**src/rtl/seq_detector_param.sv**
```systemverilog
// Parametrised serial pattern detector. Accepted bits shift into a history
// register; a fill counter gates validity so that reset contents never match.
// Matches raise a registered one-cycle pulse and bump a saturating counter.
module seq_detector_param #(
  parameter int unsigned      PAT_W   = 4,
  parameter logic [PAT_W-1:0] PATTERN = 4'b0110,
  parameter int unsigned      CNT_W   = 8
) (
  input  logic             clk,
  input  logic             rst,
  input  logic             en,
  input  logic             data_in,
  input  logic             overlap_en,
  input  logic             clr,
  output logic             data_out,
  output logic [CNT_W-1:0] match_cnt,
  output logic             cnt_sat
);

  localparam int unsigned      FillW    = $clog2(PAT_W + 1);
  localparam logic [FillW-1:0] FillFull = FillW'(PAT_W);

  logic [PAT_W-1:0] hist_q, hist_d;
  logic [FillW-1:0] fill_q, fill_d;
  logic [CNT_W-1:0] cnt_q, cnt_d;
  logic             out_q, out_d;

  logic [PAT_W-1:0] hist_shift;
  logic [FillW-1:0] fill_inc;
  logic             match;

  assign cnt_sat   = &cnt_q;
  assign match_cnt = cnt_q;
  assign data_out  = out_q;

  // Next-state: clr beats en; a match restarts fill only in non-overlapping mode.
  always_comb begin
    hist_shift = {hist_q[PAT_W-2:0], data_in};
    fill_inc   = (fill_q == FillFull) ? FillFull : fill_q + FillW'(1);
    match      = en && (fill_inc == FillFull) && (hist_shift == PATTERN);

    hist_d = hist_q;
    fill_d = fill_q;
    cnt_d  = cnt_q;
    out_d  = 1'b0;

    if (clr) begin
      hist_d = '0;
      fill_d = '0;
      cnt_d  = '0;
    end else if (en) begin
      hist_d = hist_shift;
      fill_d = (match && !overlap_en) ? '0 : fill_inc;
      if (match) begin
        out_d = 1'b1;
        if (!cnt_sat) begin
          cnt_d = cnt_q + CNT_W'(1);
        end
      end
    end
  end

  // State registers; reset drops any pulse in flight immediately.
  always_ff @(posedge clk or negedge rst) begin
    if (!rst) begin
      hist_q <= '0;
      fill_q <= '0;
      cnt_q  <= '0;
      out_q  <= 1'b0;
    end else begin
      hist_q <= hist_d;
      fill_q <= fill_d;
      cnt_q  <= cnt_d;
      out_q  <= out_d;
    end
  end

endmodule

```
**config.mk**
```make
export PLATFORM = sky130hd
export DESIGN_NAME = seq_detector_param
export DESIGN_NICKNAME = d
export VERILOG_FILES = /design/src/rtl/seq_detector_param.sv
export SDC_FILE = /design/constraint.sdc
export NUM_CORES = 1
export LEC_CHECK = 0
export ABC_AREA = 0
export ABC_CLOCK_PERIOD_IN_PS = 3200
export BUFFER_PORTS_ARGS = -buffer_cell sky130_fd_sc_hd__buf_2
export CAP_MARGIN = 20
export CORE_MARGIN = 10
export CORE_UTILIZATION = 49
export CTS_BUF_LIST = sky130_fd_sc_hd__clkbuf_2
export CTS_CLUSTER_DIAMETER = 100
export DETAILED_ROUTE_END_ITERATION = 7
export HOLD_SLACK_MARGIN = 0.12
export PLACE_DENSITY = 0.73
export SYNTH_ARGS = -nofsm -noshare
export SYNTH_HDL_FRONTEND = slang
export SYNTH_SLANG_ARGS = --single-unit
```
**constraint.sdc**
```tcl
create_clock -name clk -period 3.2 [get_ports clk]
set_input_delay 0.8 -clock clk [delete_from_list [all_inputs] [get_ports clk]]
set_output_delay 0.8 -clock clk [all_outputs]
set_load 0.02 [all_outputs]
```
; After elaboration in Yosys (flattened, before gate mapping)
; Cells that the tools add are included.
[totals]
register_bits = 15
latchBits = 0
romBits = 0
memories = 0
mem_bits_rw = 0
out_inout_bits = 10
elab_cells = 31
[classes]
reduce_logical = 8
n_shift = 0
multipliers = 0
bitwise_logic = 0
addsub = 2
mux = 13
div_mod_pow = 0
eq_ne = 4
order_cmp = 0
[ops]
columns = op, n
row1 = $mux W8, 4
row2 = $mux W3, 6
row3 = $add A8 B1 Y8 const B, 1
row4 = $reduce_and A8 Y1, 1
row5 = $eq A3 B3 Y1 const B, 2
row6 = $eq A4 B3 Y1 const B, 1
row7 = $reduce_bool A2 Y1, 2
row8 = $add A3 B1 Y3 const B, 1
row9 = $logic_and A1 B1 Y1, 3
row10 = $mux W1, 3
row11 = $reduce_and A3 Y1, 1
row12 = $ne A2 B2 Y1 const B, 1
row13 = $logic_not A1 Y1, 1

; Logic depth before layout (Yosys ltp)
[depth]
word_depth = 9
depth_mapped = 7
mapped_depth_nobuf = 7

; Least setup slack after synthesis
; OpenSTA, ideal clock, no wires.
[synth_timing]
path_type = input port to flip-flop
start = input data_in
end = register cnt_q[6], in the netlist match_cnt[6]
setup_ns = 0.077
path_stages = 5
arrival_ns = 2.236
path_slack_ns = 0.887
path_cell_list = nand4bb_1 or3_4 or3_4 or4_1 a21oi_1
[synth_between]
elab_chain_len = 4
[synth_lines]
columns = element, line_no
row1 = from (decl), 12  ; input logic data_in,
row2 = $eq A4 B3 Y1, 40  ; match = en && (fill_inc == FillFull) && (hist_shift == PATTERN);
row3 = $logic_and A1 B1 Y1, 40
row4 = $reduce_bool A2 Y1 (no line), n/a
row5 = $reduce_and A3 Y1 (no line), n/a
row6 = to (signal assigned), 73  ; cnt_q <= cnt_d;
row7 = to (decl), 25  ; logic [CNT_W-1:0] cnt_q, cnt_d;
; No other way between the ends.
; A chain may end at the register's enable or synchronous reset.

; Final worst setup path
[layout_timing]
start = register cnt_q[0], in the netlist match_cnt[0]
end = output cnt_sat
[layout_between]
elab_chain_len = 1
[layout_lines]
columns = element, line_no
row1 = $reduce_and A8 Y1, 32  ; assign cnt_sat = &cnt_q;
row2 = to (decl), 17  ; output logic cnt_sat
; No other way between the ends.

==> impl_metrics.tcl <==
set metrics [dict create \
    die-width_um 59.4 \
    gp_congestion 0.712 \
    p_clk_frac 0.291 \
    antenna_found_initial 0 \
    ys_top_cells_by_area "dfrtp_1 (49%), mux2i_1 (7.9%), nor2_1 (5.4%)" \
    nNetsFinal 100 \
    setup_viol 0 \
    ys.warnings.count 0 \
    coreArea_mm2 0.00149 \
    synth_top_area_cell "dfrtp_1" \
    top_layer "met4" \
    max_stage_delay_ns 0.44 \
    layout_min_cycle_time_ns 2.33 \
    place_hpwl_um 1150 \
    critical_path_buf_inv_count 1 \
    status "complete, no violations" \
    p_leak_nw 0.419 \
    power_density_mw_per_mm2 360 \
    regToRegSetupSlack_ns 0.94 \
    sw_frac_of_total 0.245 \
    syn_area_um2 762 \
    cts_resized 0 \
    final_cells 106 \
    drv_cap 0 \
    netlist.area_leader.share 0.493 \
    routedWlPerCell_um 13.9 \
    path_clk_slew_ns 0.14 \
    synthArstFlopShare 1.00 \
    comb_power_share 0.082 \
    slew_violations 0 \
    synth_seq_cells 15 \
    grt_first_pass_wirelength_um 2490 \
    path_delay_family "flip-flops" \
    worst_r2r_endpoint "match_cnt[6]" \
    met3RoutedLength_um 129 \
    fin_area_um2 870 \
    cts_buffers 3 \
    cts_setup_buffers 0 \
    htree_levels 1 \
    grt.total_usage 0.0883 \
    antenna_cells_inserted 0 \
    drtPass1Iterations 2 \
    cp.depth 4 \
    critPathRequiredTime_ns 2.40 \
    min_path_type "in2async" \
    syn_inst 73 \
    clockRootBuffer "clkbuf_2" \
    synth.yosys.seq_area_share 0.493 \
    wl_met2_um 656 \
    synth_cell_type_count 26 \
    grt_overflow 0 \
    period_share 0.727 \
    r2r-start "fill_q[0]" \
    clock-sinks 15 \
    dp.cells 102 \
    first_global_vias 582 \
    die-area_mm2 0.00353 \
    die_h_um 59.4 \
    cts_hold_buf 0 \
    fillers 136 \
    clk_path_buf_depth 2 \
    reg2reg_depth 6 \
    start_kind "flip-flop" \
    rsz0062_at_grt "no" \
    drtIter0Drc 2 \
    cp_max_fo 5 \
    drt_wl_total_um 1470 \
    cp.arrival_ns 1.53 \
    critPathKind "reg2out" \
    worst_pin_slew_ns 0.440 \
    tritoncts "done" \
    synth_ff_type "dfrtp_1" \
    ioPinCount 16 \
    crit_chain "ha_1, nand3_1, nor2_1, buf_2" \
    cp-end-kind "output port" \
    drive_gt1_frac 0.244 \
    drt-met1-wl_um 669 \
    critPathLaunch "match_cnt[0]" \
    vias 588 \
    drc 0 \
    layout_setup_ws_ns 0.872 \
    timing.slew.headroom 0.706 \
    initial_utilization 0.512 \
    final_util 0.584 \
    ant_nets 0 \
    grt_max_degree 16 \
    synth-edff-count 0 \
    viasPerCell 5.55 \
    portBuffers 15 \
    power_switching_mw 0.0768 \
    post-place-ws_ns 0.694 \
    placedInstanceArea_um2 850 \
    synth.avg_cell_area_um2 10.4 \
    max_freq_mhz 430 \
    internal_power_mw 0.237 \
    skew_ns 0.00570 \
    synth_nets 82 \
    pwr-share-seq 0.627 \
    vdd_ir_drop_max_mv 0.271 \
    cp_slowest_cell "dfrtp_1" \
    hold_viol_final 0 \
    rows 14 \
    fin_tns_setup_ns 0 \
    syn_to_final_growth_pct 14.1 \
    clock_latency_ns 0.27 \
    endpoint "cnt_sat" \
]
## final cells by class
cell class	instances	area, um^2	area share
clock buffer	4	20.0	0.0230
inverter	2	7.51	0.00863
multi-input combinational	54	372	0.427
sequential	15	375	0.432
tap	16	20.0	0.0230
timing repair buffer	15	75.1	0.0863
## through the flow
| step | power [mW] | hold WS (ns) |
|---|---|---|
| floorplan | 0.215 | 0.478 |
| global placement | 0.225 | 0.495 |
| detailed placement | 0.226 | 0.534 |
| CTS | 0.315 | 0.405 |
| global route | 0.326 | 0.404 |
| finish | 0.313 | 0.391 |
## logic make-up (layout without fill, tap and decap cells)
kind of cell	Yosys count	in the layout	synth area share
AOI/OAI and AO/OA	10	10	0.0805
buffers and inverters	4	21	0.0197
adders and majority gates	3	3	0.0493
xor gates and xnor gates	4	4	0.0460
muxes	6	6	0.0788
DFF	15	15	0.493
and+or+nand+nor	31	31	0.233
## placed cells by master, fill, tap and decap left out, types with 2 or more instances in the layout
cell type / synthesis / routed
a21oi_1: 4 / 4
buf_2: 0 / 15
clkbuf_2: 0 / 4
dfrtp_1: 15 / 15
ha_1: 3 / 3
inv_1: 2 / 2
mux2i_1: 6 / 6
nand2_1: 2 / 2
nand3_1: 4 / 4
nor2_1: 11 / 11
o21ai_0: 2 / 2
or3_1: 3 / 3
or3_4: 2 / 2
or4_1: 2 / 2
xnor2_1: 2 / 2
xor2_1: 2 / 2
## worst min-delay path by stage
| stage | from | endpoint | slack, ns | depth (start not counted) |
|---|---|---|---|---|
| 3_5_place_dp | hist_q[2] | hist_q[2] | 0.53 | 2 |
| 2_1_floorplan | hist_q[2] | hist_q[2] | 0.48 | 2 |
| 6_report | rst | match_cnt[3] | 0.39 | 1 |
| 4_1_cts | rst | match_cnt[3] | 0.41 | 1 |
| 3_3_place_gp | hist_q[2] | hist_q[2] | 0.49 | 2 |
| 5_1_grt | rst | data_out | 0.40 | 1 |
## flip-flops by register name (all words and copies together) (netlist names)
signal     count
match_cnt      8
fill_q         3
hist_q         3
data_out       1
## power by group through the flow
stage	Clock (mW)	Combinational [mW]	Sequential, mW
3_3_place_gp	0	0.0253	0.200
2_1_floorplan	0	0.0160	0.199
4_1_cts	0.0925	0.0262	0.196
5_1_grt	0.0999	0.0293	0.197
3_5_place_dp	0	0.0261	0.200
6_report	0.0911	0.0257	0.196
## per-layer routing
layer / global-route usage / up-vias
met3: 0.0343 / 2
li1: - / 298
met5: 0 / -
met2: 0.141 / 13
met1: 0.105 / 275
met4: 0.0295 / 0
## synth_stat cells, types with 2 or more instances
library cell,instances
nand3_1,4
o21ai_0,2
or4_1,2
nor2_1,11
a21oi_1,4
xnor2_1,2
ha_1,3
inv_1,2
or3_1,3
or3_4,2
mux2i_1,6
nand2_1,2
clkbuf_1,2
dfrtp_1,15
xor2_1,2
(Power assumes the default switching activity.)
